<file path="config.mk">
export PLATFORM = sky130hd
export DESIGN_NAME = axi_rd_arbiter_2to1
export DESIGN_NICKNAME = d
export VERILOG_FILES = /design/src/rtl/axi_rd_arbiter_2to1_pkg.sv /design/src/rtl/axi_rd_arbiter_2to1_rr.sv /design/src/rtl/axi_rd_arbiter_2to1.sv
export SDC_FILE = /design/constraint.sdc
export NUM_CORES = 1
export LEC_CHECK = 0
export ABC_AREA = 1
export CORE_AREA = 2 2 109 111
export CTS_CLUSTER_DIAMETER = 30
export DETAILED_ROUTE_END_ITERATION = 8
export DIE_AREA = 0 0 111 113
export PLACE_DENSITY = 0.65
export RECOVER_POWER = 100
export SYNTH_ARGS = -nofsm -noshare
export SYNTH_HDL_FRONTEND = slang
export SYNTH_SLANG_ARGS = --single-unit
export TNS_END_PERCENT = 100
</file>
<file path="constraint.sdc">
create_clock -name clk -period 1.92 [get_ports clk]
set_clock_uncertainty 0.1 [all_clocks]
set_input_delay 0.384 -clock clk [delete_from_list [all_inputs] [get_ports clk]]
set_output_delay 0.384 -clock clk [all_outputs]
set_load 0.01 [all_outputs]
</file>
<file path="src/rtl/axi_rd_arbiter_2to1_pkg.sv">
// Shared AXI field widths and FSM encoding for the two-master AXI read arbiter.
// Also holds the two-request round-robin pick helper used by the arbiter core.
package axi_rd_arbiter_2to1_pkg;

  localparam int DEFAULT_BW_AXI_TID = 4;
  localparam int BW_AXI_ALEN        = 8;
  localparam int BW_AXI_ASIZE       = 3;
  localparam int BW_AXI_ABURST      = 2;
  localparam int BW_AXI_RRESP       = 2;

  typedef enum logic [1:0] {
    ST_IDLE = 2'd0,
    ST_ADDR = 2'd1,
    ST_DATA = 2'd2
  } arb_state_e;

  // The pointer master wins when it requests, otherwise the other one does.
  function automatic logic rr_pick(input logic [1:0] req, input logic ptr);
    return req[ptr] ? ptr : ~ptr;
  endfunction

endpackage

</file>
<file path="src/rtl/axi_rd_arbiter_2to1_rr.sv">
// Two-request round-robin picker.
// Owns the priority pointer, which moves past the master that last finished a burst.
module axi_rr_arbiter2
  import axi_rd_arbiter_2to1_pkg::*;
(
  input  logic       clk,
  input  logic       rst,
  input  logic [1:0] i_req,
  input  logic       i_update,
  input  logic       i_last_grant,
  output logic       o_winner,
  output logic       o_any
);

  logic r_ptr;

  assign o_winner = rr_pick(i_req, r_ptr);
  assign o_any    = |i_req;

  always_ff @(posedge clk) begin
    if (rst) begin
      r_ptr <= 1'b0;
    end else if (i_update) begin
      r_ptr <= ~i_last_grant;
    end
  end

endmodule

</file>
<file path="src/rtl/axi_rd_arbiter_2to1.sv">
// Two-master, one-slave AXI read arbiter: one outstanding burst at a time,
// round-robin grant, R beats steered back to the owner until RLAST.
module axi_rd_arbiter_2to1
  import axi_rd_arbiter_2to1_pkg::*;
#(
  parameter int BW_ADDR    = 32,
  parameter int BW_DATA    = 32,
  parameter int BW_AXI_TID = DEFAULT_BW_AXI_TID
) (
  input  logic                     clk,
  input  logic                     rst,
  input  logic [BW_AXI_TID-1:0]    m0_arid,
  input  logic [BW_ADDR-1:0]       m0_araddr,
  input  logic [BW_AXI_ALEN-1:0]   m0_arlen,
  input  logic [BW_AXI_ASIZE-1:0]  m0_arsize,
  input  logic [BW_AXI_ABURST-1:0] m0_arburst,
  input  logic                     m0_arvalid,
  output logic                     m0_arready,
  output logic [BW_AXI_TID-1:0]    m0_rid,
  output logic [BW_DATA-1:0]       m0_rdata,
  output logic [BW_AXI_RRESP-1:0]  m0_rresp,
  output logic                     m0_rlast,
  output logic                     m0_rvalid,
  input  logic                     m0_rready,
  input  logic [BW_AXI_TID-1:0]    m1_arid,
  input  logic [BW_ADDR-1:0]       m1_araddr,
  input  logic [BW_AXI_ALEN-1:0]   m1_arlen,
  input  logic [BW_AXI_ASIZE-1:0]  m1_arsize,
  input  logic [BW_AXI_ABURST-1:0] m1_arburst,
  input  logic                     m1_arvalid,
  output logic                     m1_arready,
  output logic [BW_AXI_TID-1:0]    m1_rid,
  output logic [BW_DATA-1:0]       m1_rdata,
  output logic [BW_AXI_RRESP-1:0]  m1_rresp,
  output logic                     m1_rlast,
  output logic                     m1_rvalid,
  input  logic                     m1_rready,
  output logic [BW_AXI_TID-1:0]    s_arid,
  output logic [BW_ADDR-1:0]       s_araddr,
  output logic [BW_AXI_ALEN-1:0]   s_arlen,
  output logic [BW_AXI_ASIZE-1:0]  s_arsize,
  output logic [BW_AXI_ABURST-1:0] s_arburst,
  output logic                     s_arvalid,
  input  logic                     s_arready,
  input  logic [BW_AXI_TID-1:0]    s_rid,
  input  logic [BW_DATA-1:0]       s_rdata,
  input  logic [BW_AXI_RRESP-1:0]  s_rresp,
  input  logic                     s_rlast,
  input  logic                     s_rvalid,
  output logic                     s_rready,
  output logic                     grant_idx,
  output logic                     busy,
  output logic                     beat_error
);

  arb_state_e             r_state;
  logic                   r_grant;
  logic                   r_busy;
  logic                   r_beat_error;
  logic [BW_AXI_ALEN-1:0] r_beat_cnt;
  logic [BW_AXI_ALEN-1:0] r_len_q;

  logic w_winner;
  logic w_any;
  logic w_in_addr;
  logic w_in_data;
  logic w_ar_hs;
  logic w_r_hs;
  logic w_rr_update;

  assign w_in_addr   = (r_state == ST_ADDR);
  assign w_in_data   = (r_state == ST_DATA);
  assign w_ar_hs     = s_arvalid & s_arready;
  assign w_r_hs      = s_rvalid & s_rready;
  assign w_rr_update = w_in_data & w_r_hs & s_rlast;

  axi_rr_arbiter2 u_rr (
    .clk         (clk),
    .rst         (rst),
    .i_req       ({m1_arvalid, m0_arvalid}),
    .i_update    (w_rr_update),
    .i_last_grant(r_grant),
    .o_winner    (w_winner),
    .o_any       (w_any)
  );

  // AR path: granted master is wired straight through only while in ADDR.
  always_comb begin
    s_arid     = '0;
    s_araddr   = '0;
    s_arlen    = '0;
    s_arsize   = '0;
    s_arburst  = '0;
    s_arvalid  = 1'b0;
    m0_arready = 1'b0;
    m1_arready = 1'b0;
    if (w_in_addr) begin
      if (r_grant) begin
        s_arid     = m1_arid;
        s_araddr   = m1_araddr;
        s_arlen    = m1_arlen;
        s_arsize   = m1_arsize;
        s_arburst  = m1_arburst;
        s_arvalid  = m1_arvalid;
        m1_arready = s_arready;
      end else begin
        s_arid     = m0_arid;
        s_araddr   = m0_araddr;
        s_arlen    = m0_arlen;
        s_arsize   = m0_arsize;
        s_arburst  = m0_arburst;
        s_arvalid  = m0_arvalid;
        m0_arready = s_arready;
      end
    end
  end

  // R path: slave beats reach only the owner, and only in DATA.
  always_comb begin
    m0_rid    = '0;
    m0_rdata  = '0;
    m0_rresp  = '0;
    m0_rlast  = 1'b0;
    m0_rvalid = 1'b0;
    m1_rid    = '0;
    m1_rdata  = '0;
    m1_rresp  = '0;
    m1_rlast  = 1'b0;
    m1_rvalid = 1'b0;
    s_rready  = 1'b0;
    if (w_in_data) begin
      if (r_grant) begin
        m1_rid    = s_rid;
        m1_rdata  = s_rdata;
        m1_rresp  = s_rresp;
        m1_rlast  = s_rlast;
        m1_rvalid = s_rvalid;
        s_rready  = m1_rready;
      end else begin
        m0_rid    = s_rid;
        m0_rdata  = s_rdata;
        m0_rresp  = s_rresp;
        m0_rlast  = s_rlast;
        m0_rvalid = s_rvalid;
        s_rready  = m0_rready;
      end
    end
  end

  // An rlast that is early, or a beat at the last index without rlast, flags the burst.
  always_ff @(posedge clk) begin
    if (rst) begin
      r_state      <= ST_IDLE;
      r_grant      <= 1'b0;
      r_busy       <= 1'b0;
      r_beat_error <= 1'b0;
      r_beat_cnt   <= '0;
      r_len_q      <= '0;
    end else begin
      case (r_state)
        ST_IDLE: begin
          if (w_any) begin
            r_grant <= w_winner;
            r_busy  <= 1'b1;
            r_state <= ST_ADDR;
          end
        end
        ST_ADDR: begin
          if (w_ar_hs) begin
            r_len_q    <= s_arlen;
            r_beat_cnt <= '0;
            r_state    <= ST_DATA;
          end
        end
        ST_DATA: begin
          if (w_r_hs) begin
            r_beat_cnt <= r_beat_cnt + BW_AXI_ALEN'(1);
            if (s_rlast != (r_beat_cnt == r_len_q)) begin
              r_beat_error <= 1'b1;
            end
            if (s_rlast) begin
              r_busy  <= 1'b0;
              r_state <= ST_IDLE;
            end
          end
        end
        default: begin
          r_busy  <= 1'b0;
          r_state <= ST_IDLE;
        end
      endcase
    end
  end

  assign grant_idx  = r_grant;
  assign busy       = r_busy;
  assign beat_error = r_beat_error;

endmodule

</file>
==> Yosys cells after proc, flatten, opt, wreduce, memory -nomap -nowiden <==
Cells that the tools add are included.
{ "totals": {"ff_bits": 22, "input_bits": 145, "out_inout_bits": 136, "elab_cells": 86} }
{ "op_classes": {"add_sub_neg": 1, "n_lt_le_gt_ge": 1, "n_eq_ne": 8, "n_mux": 53, "bitwise": 7, "n_reduce_logical": 9} }
{ "ops": {"columns": ["operator", "count"], "rows": [
  ["$mux W32", 6],
  ["$mux W8", 4],
  ["$mux W4", 6],
  ["$mux W1", 22],
  ["$mux W2", 10],
  ["$pmux W8 S2", 1],
  ["$add A8 B1 Y8 const B", 1],
  ["$eq A8 B8 Y1", 1],
  ["$reduce_and A4 Y1", 2],
  ["$mux W3", 2],
  ["$ne A2 B1 Y1 const B", 3],
  ["$pmux W2 S3", 1],
  ["$reduce_and A3 Y1", 2],
  ["$and A1 B1 Y1", 4],
  ["$reduce_and A2 Y1", 2],
  ["$not A1 Y1", 3],
  ["$pmux W1 S3", 1],
  ["$eq A2 B1 Y1 const B", 1],
  ["$eq A2 B2 Y1 const B", 1],
  ["$logic_not A2 Y1", 1],
  ["$lt A1 B2 Y1 const B", 1],
  ["$ne A2 B2 Y1 const B", 1],
  ["$reduce_bool A2 Y1", 1],
  ["$reduce_or A2 Y1", 1],
  ["$ne A1 B1 Y1", 1]
]} }

==> Longest topological paths before layout <==
Gate-level depths: netlist of run 1.
{ "depth": {"ltp_word": 5, "depth_mapped": 10} }

==> By module <==
A second synthesis of run 1 with hierarchy kept.
{ "unflattened": {"cells_unflattened": 461, "hier_area_um2": 2334.7} }
{ "modules_own_cells": {"columns": ["module", "instances", "cells_each", "area_each_um2", "seq_area_each_um2"], "rows": [
  ["axi_rd_arbiter_2to1", 1, 452, 2280.9, 420.4],
  ["axi_rr_arbiter2", 1, 9, 53.8, 20.0]
]} }

==> Worst setup path after synthesis of run 1 <==
Ideal clock, no wire load.
{ "synth_timing": {"path_kind": "register to output", "from": "register r_grant (netlist: grant_idx)", "to": "output s_araddr[25]", "arrival_ns": 1.324, "slack_ns": 0.112, "path_stages_with_launch": 6, "n_path_buf": 3, "path_cell_list": "dfxtp_1 -> buf_4 -> buf_2 -> buf_1 -> nand2_1 -> a21oi_1"} }
{ "synth_via": {"elab_chain_len": 2} }
{ "synth_lines": {"columns": ["element", "line_no", "text"], "rows": [
  ["start: declaration", "axi_rd_arbiter_2to1.sv:57", "logic r_grant;"],
  ["start signal: assignment", "axi_rd_arbiter_2to1.sv:163", "r_grant <= w_winner;"],
  ["$mux W32", "axi_rd_arbiter_2to1.sv:98", "if (r_grant) begin"],
  ["$mux W32", "axi_rd_arbiter_2to1.sv:97", "if (w_in_addr) begin"],
  ["end: declaration", "axi_rd_arbiter_2to1.sv:39", "output logic [BW_ADDR-1:0] s_araddr,"]
]} }
No other way between the ends.

==> Worst setup path in the final report of run 1 <==
{ "layout_timing": {"from": "register r_state[1]", "to": "output m1_rdata[2]"} }
{ "layout_via": {"elab_chain_len": 2} }
{ "layout_lines": {"columns": ["element", "line_no", "text"], "rows": [
  ["start: declaration", "axi_rd_arbiter_2to1.sv:56", "arb_state_e r_state;"],
  ["start signal: assignment", "axi_rd_arbiter_2to1.sv:153", "r_state <= ST_IDLE;"],
  ["start signal: assignment", "axi_rd_arbiter_2to1.sv:165", "r_state <= ST_ADDR;"],
  ["start signal: assignment", "axi_rd_arbiter_2to1.sv:172", "r_state <= ST_DATA;"],
  ["$eq A2 B2 Y1", "axi_rd_arbiter_2to1.sv:72", "assign w_in_data = (r_state == ST_DATA);"],
  ["$mux W32", "axi_rd_arbiter_2to1.sv:131", "if (w_in_data) begin"],
  ["end: declaration", "axi_rd_arbiter_2to1.sv:33", "output logic [BW_DATA-1:0] m1_rdata,"]
]} }
No other way between the ends.

==> summary.md, run 1 <==
| Metric | Value |
|---|---|
| Outcome | finished with violations |
| Failing checks | setup timing |
| Starting Density | 0.209 |
| # setup viols final | 4 |
| Critical Path Fanout Max | 6 |
| Synth Net Count | 606 |
| Pleak | a little under 3 nW |
| CTS Root Cell | clkbuf_16 |
| CP endpoint | m1_rdata[2] |
| Number of max-cap violations | 0 |
| Final min period | between 1.5 and 2 ns |
| CTS buffer count | 3 |
| Clock Sinks | 22 |
| Final Max Slew Viols | 0 |
| Htree depth | 1 |
| Synth Cell Area | between 2000 and 2500 um^2 |
| Placed cell areas | approximately 5600 um^2 |
| Iteration-0 DRC Markers | between 150 and 200 |
| Die Wd | 111 um |
| Largest net degree at the start of global routing | 53 |
| Worst Path Buf+Inv | 5 |
| Vias per cell | 4.46 |
| Crit path from | r_state[1]$_SDFFE_PP0P_ |
| EDFF count, synth | 0 |
| Max VDD drop | 0.000363 V |
| First-pass iteration count of the detailed router | 4 |
| Most frequent cell after synthesis | nand2_1 |
| R2R Path End | r_beat_cnt[7]$_SDFFE_PP0P_ |
| Setup WS post-layout | -0.0392 ns |
| ANT cells | 0 |
| Worst endpoint required time | 1.44 ns |
| Most used cell along the critical path | buf_6 |
| Number of synthesized register bits | 22 |
| IO Count | 281 |
| Cts hold-fix bufs | 0 |
| Synth cell types | 30 |
| Synth warnings | 0 |
| Remaining Overflow, GRT | 0 |
| Vias post-DR | 4099 |
| Max Fclk | 0.510 GHz |
| Power density over the cells | 387 nW/um^2 |
| Syn Area/Cell | around 5.1 um^2 |
| Area share of the largest cell type after synthesis | 0.228 |
| CTS Buffer Depth | 2 |
| Tightest Hold Check Type | flop to flop |
| Crit path cell chain | inv_2 > nor2_4 > buf_6 > nand2_8 > buf_16 > buf_6 > nor2_4 > buf_6 |
| Worst-Skew Late Latency | around 0.26 ns |
| Slew headroom | 0.755 |
| Vias in the first global route | approximately 3900 |
| Post-synth top area cell | nand2_1 |
| CTS tree | built |
| CP delay by family, top | buffers and inverters |
| Antenna violations before repair | 0 |
| Final wirelength | ~14 mm |
| Worst endpoint data arrival time | roughly 1.5 ns |
| FF-to-FF Start | grant_idx$_SDFFE_PP0P_ |
| Die Height | between 100 and 150 um |
| Share of layout cells above drive strength 1 | 0.351 |
| Fin. Hold Viols | 0 |
| Detail Route Antenna Nets | 0 |
| Critical Path Sink Type | output pin |
| Area growth syn-to-layout | 152% |
| Levels on crit path | 8 |
| Async S/R FF share, synth | 0 |
| Tot GR Track Use | 0.189 |
| Worst hold margin | 0.354 ns |
| R2R setup slack | ~0.020 ns |
| Post-DP HPWL | 9.74 mm |
| Cell row count | 39 |
| Worst slew pin tran | 0.363 ns |
| IO buf count | between 200 and 300 |
| Slowest stage delay, CP | between 0.3 and 0.4 ns |
| Core area | about 11000 um^2 |
| Per-cell routed wire length | about 15 um |
| Clk slew on worst S/H paths | about 0.060 ns |
| Final Cycle Share | 1.02 |
| Reg2Reg Depth | 11 |
| Most common flop cell mapped by yosys | dfxtp_1 |
| RSZ-0062 raised after global routing | yes |
| Cells after synthesis | 460 |
| Final Instance Area | between 5000 and 6000 um^2 |
| Startpoint Class | flop |
| Ranking of synthesized cells by area | nand2_1, dfxtp_1, nor2_1 |
| Drt drc | 0 |
| Die area | about 13000 um^2 |
| Final Net Count | 924 |
| Synth cell count leaders | nand2_1, nor2_1, a21oi_1 |
| Gp weighted congestion | between 0.8 and 0.9 |
| Worst setup path class | flop to output pin |
| Sequential element share of the synthesized area | 0.187 |
| Critical path's slowest cell | dfxtp_2 |
| Global-route wire length before repair | slightly below 20 mm |
layout make-up:
| class | count | area (um^2) |
|---|---|---|
| timing repair inverter | 2 | 22.5 |
| clock buffer | 4 | 88.8 |
| multi-input combinational | 347 | 1920 |
| fill | 1146 | 5350 |
| tap | 143 | 179 |
| sequential | 22 | 447 |
| inverter | 64 | 256 |
| timing repair buffer | 338 | 3000 |
what timing repair did:
action                                  in CTS  in global routing
gates cloned                                 6                  7
buffers inserted                             9                  4
pin swaps                                    6                 11
hold endpoints to repair                     0                  0
gates resized for setup                    525                145
endpoints found under the setup margin     133                111
power breakdown:
part	internal [mW]	switching (mW)	total, mW
Clock	0.318	0.168	0.486
Combinational	0.668	0.636	1.30
Sequential	0.478	0.0203	0.498
Total	1.46	0.824	2.29
registers in the layout (all words and copies together), names as in the netlist:
| signal | cells |
|---|---|
| busy | 1 |
| beat_error | 1 |
| r_len_q | 8 |
| u_rr.r_ptr | 1 |
| r_beat_cnt | 8 |
| r_state | 2 |
| grant_idx | 1 |
cells in the final DEF, fill, tap and decap left out, drive strengths merged:
cell type / count
dlygate4sd2: 1
clkbuf: 52
clkdlybuf4s15: 3
inv: 64
ha: 1
nand3: 14
clkinv: 2
nand4: 1
a21oi: 66
nor2: 96
and2: 1
dfxtp: 22
buf: 140
o21ai: 11
nor3: 4
xnor2: 5
dlygate4sd3: 3
a211oi: 1
clkdlybuf4s50: 143
o211ai: 1
nand2: 146
metrics by stage:
stage                     setup slack [ns]  setup TNS (ns)  total power, mW  utilization  cells
after floorplan                      0.112               0            0.953            -    460
after global placement              -0.356          -17.04             1.69        0.494    892
after detailed placement            -0.354          -18.51             1.70        0.494    892
after CTS                           -0.157           -3.89             2.21        0.501    911
after global routing                -0.112           -1.83             2.42        0.525    920
final                              -0.0392          -0.107             2.29        0.525    920
logic make-up after synthesis:
kind of cell | count (synthesis) | share of synthesized area
adder cells (fa/ha/maj) | 1 | 0.00532
XOR/XNOR | 5 | 0.0186
AND/OR/NAND/NOR | 262 | 0.459
flip-flops | 22 | 0.187
AO/OA/AOI/OAI | 79 | 0.177
buffers and inverters | 91 | 0.153
how the worst min path moves through the flow:
stage,startpoint,end,slack [ns],cells after the start
after floorplan,r_len_q[5]$_SDFFE_PP0P_,r_len_q[5]$_SDFFE_PP0P_,0.34,2
after global placement,beat_error$_SDFFE_PP0P_,beat_error$_SDFFE_PP0P_,0.35,2
after detailed placement,beat_error$_SDFFE_PP0P_,beat_error$_SDFFE_PP0P_,0.36,2
after CTS,beat_error$_SDFFE_PP0P_,beat_error$_SDFFE_PP0P_,0.36,2
after global routing,beat_error$_SDFFE_PP0P_,beat_error$_SDFFE_PP0P_,0.38,2
final,beat_error$_SDFFE_PP0P_,beat_error$_SDFFE_PP0P_,0.35,2
tightest hold or removal path, cell delays in order, from the launching register on:
cell     delay [ns]
dfxtp_1        0.31
inv_1          0.05
a21oi_1        0.05
routing by layer:
layer,vias to the layer above,track usage,share of wire
li1,2046,-,-
met1,1832,0.219,0.40
met2,203,0.352,0.51
met3,18,0.0461,0.072
met4,0,0.0442,0.019
met5,-,0,0
Note: power is estimated with default switching activity, not from simulation.
==> run 2, diff against run 1 <==
- CTS_CLUSTER_SIZE: not set -> 20
- clock period: 1.92 -> 1.9 ns (I/O delays scaled with it)
==> run 2 against run 1 <==
Net effect: the run still ends with setup timing left; worst setup slack worse by 0.010 ns; die area unchanged; flip-flop and latch count unchanged; power down 0.77%; hold slack worse by 0.0026 ns; combinational power about the same; largest power group unchanged.
==> summary.md, run 2 (synthesis gave the netlist of run 1 again) <==
| Metric | Value |
|---|---|
| Outcome | finished with violations |
| Failing checks | setup timing |
| Max Fclk | around 0.51 GHz |
| Clock Sinks | 22 (unchanged) |
| Die area | 12500 um^2 (unchanged) |
| Power density over the cells | 392 nW/um^2 (+1.4%) |
| Fin. Hold Viols | 0 (unchanged) |
| Critical Path Sink Type | output pin |
| Largest net degree at the start of global routing | 31 (-42%) |
| Final wirelength | 13.4 mm (-1.3%) |
| Tot GR Track Use | 0.191 (+0.00238) |
| Die Wd | 111 um (unchanged) |
| Number of max-cap violations | 0 (unchanged) |
| CTS Buffer Depth | 2 (unchanged) |
| Remaining Overflow, GRT | 0 (unchanged) |
| RSZ-0062 raised after global routing | yes |
| Post-DP HPWL | 9.91 mm (+1.7%) |
| Iteration-0 DRC Markers | 185 (+13%) |
| Final Net Count | 920 (-0.43%) |
| Worst endpoint data arrival time | 1.47 ns (about the same) |
| CTS Root Cell | clkbuf_16 |
| Critical path's slowest cell | dfxtp_4 |
| CTS buffer count | 3 (unchanged) |
| # setup viols final | 11 (+7) |
| Worst slew pin tran | 0.370 ns (+0.00643 ns) |
| Setup WS post-layout | -0.0495 ns (-0.0103 ns) |
| Vias in the first global route | 4024 (+3.9%) |
| IO buf count | 280 (unchanged) |
| Cts hold-fix bufs | 0 (unchanged) |
| CP delay by family, top | buffers and inverters |
| Tot Pwr | 2.27 mW (-0.77%) |
| ANT cells | 0 (unchanged) |
| Vias post-DR | 4146 (+1.1%) |
| Tightest Hold Check Type | flop to flop |
| Per-cell routed wire length | 14.7 um (-0.75%) |
| Final Max Slew Viols | 0 (unchanged) |
| Sum of negative setup slack | -0.238 ns (-0.131 ns) |
| Most frequent cells in the layout | clkdlybuf4s50_1, nand2_1, buf_2 |
| Crit path cell chain | buf_6 > inv_4 > nor2_8 > inv_8 > a21oi_4 > clkdlybuf4s15_2 |
| Slowest stage delay, CP | 0.36 ns (+0.03 ns) |
| Worst setup path class | flop to output pin |
| Detail Route Antenna Nets | 0 (unchanged) |
| Gp weighted congestion | 0.860 (about the same) |
| Global-route wire length before repair | 19.9 mm (+2.3%) |
| Final min period | 1.95 ns |
| DR WL met3 | 1.14 mm (+16%) |
| Starting Density | 0.209 (unchanged) |
| Critical Path Fanout Max | 26 (+20) |
| Most common cell after layout, fill and taps aside | clkdlybuf4s50_1 |
| Worst Path Buf+Inv | 4 (-1) |
| Cell row count | 39 (unchanged) |
| Slew headroom | 0.751 (-0.00433) |
| Clk slew on worst S/H paths | 0.06 ns (about the same) |
| Worst endpoint required time | 1.42 ns (-0.02 ns) |
| Pleak | 2.86 nW (-1.3%) |
| Startpoint Class | flop |
| WL met1 | 5.08 mm (-6.1%) |
| Area growth syn-to-layout | 146% |
| Final Cycle Share | 1.03 |
| Share of layout cells above drive strength 1 | 0.373 (+0.0217) |
| CTS tree | built |
| Max VDD drop | 0.000387 V (+6.5%) |
| Antenna violations before repair | 0 (unchanged) |
| Max Used Layer | met4 |
| Regs by FF count | r_beat_cnt x8, r_len_q x8, r_state x2 |
| Worst-Skew Late Latency | 0.25 ns (about the same) |
| First-pass iteration count of the detailed router | 4 (unchanged) |
| Core area | 11300 um^2 (unchanged) |
| IO Count | 281 (unchanged) |
| Drt drc | 0 (unchanged) |
| Met2 WL | 6.75 mm (-3.3%) |
| Die Height | 113 um (unchanged) |
| Htree depth | 1 (unchanged) |
| Vias per cell | 4.53 (+1.7%) |
[run 2: cell types whose count changed in the layout (fill, tap and decap cells not counted), moves of 10 or more]
cell      delta
a21oi_1     -14
a21oi_2     +15
buf_2       +23
buf_6       -17
clkbuf_2    -10
nor2_2      +12
nor2_4      -14
[run 2: area by class of cell]
type / instances / area [um^2]
Inverter: 64 / 264
Clock buffer: 3 / 75.1
Timing Repair inverter: 1 / 11.3
Timing Repair Buffer: 335 / 2910
Multi-Input combinational cell: 347 / 1900
Tap cell: 143 / 179
Fill cell: 1183 / 5480
Sequential cell: 22 / 449
[run 2: metal layers]
layer  track usage  vias up
met2         0.350      223
li1              -     2028
met3        0.0445       34
met1         0.217     1861
met4        0.0708        0
met5             0        -
[run 2: worst register-to-register path: cells and delay by family (launching register included)]
kind	cells	cell delay, ns
simple gates	5	0.52
compound gates	2	0.19
flops	1	0.37
buf+inv	4	0.58
[run 2: what timing repair did]
item,4_1_cts,5_1_grt
buffers inserted,8,3
pin swaps,2,8
gates cloned,6,5
gates resized for setup,517,137
endpoints found under the setup margin,134,112
[run 2: where the power goes]
part / switching [mW] / internal (mW) / total (mW)
combinational: 0.641 / 0.690 / 1.33
clock: 0.158 / 0.278 / 0.435
sequential: 0.0215 / 0.483 / 0.505
total: 0.820 / 1.45 / 2.27
[run 2: worst paths after layout]
check / slack, ns / depth (start not counted) / startpoint / to
hold / removal: 0.35 / 2 / beat_error$_SDFFE_PP0P_ / beat_error$_SDFFE_PP0P_
setup / recovery: -0.05 / 6 / r_state[0]$_SDFFE_PP0P_ / s_arlen[4]
hold reg to reg: 0.35 / 2 / beat_error$_SDFFE_PP0P_ / beat_error$_SDFFE_PP0P_
setup reg to reg: 0.05 / 11 / grant_idx$_SDFFE_PP0P_ / r_beat_cnt[6]$_SDFFE_PP0P_
[run 2: through the flow]
| step | hold slack (ns) | cells | util | cell area, um^2 | setup WS (ns) |
|---|---|---|---|---|---|
| after floorplan | 0.344 | 460 | - | 2350 | 0.0964 |
| after global placement | 0.347 | 890 | 0.490 | 5520 | -0.383 |
| final | 0.351 | 915 | 0.514 | 5790 | -0.0495 |
| after global routing | 0.386 | 915 | 0.514 | 5790 | -0.0911 |
| after CTS | 0.359 | 907 | 0.510 | 5750 | -0.0364 |
| after detailed placement | 0.350 | 890 | 0.490 | 5520 | -0.386 |
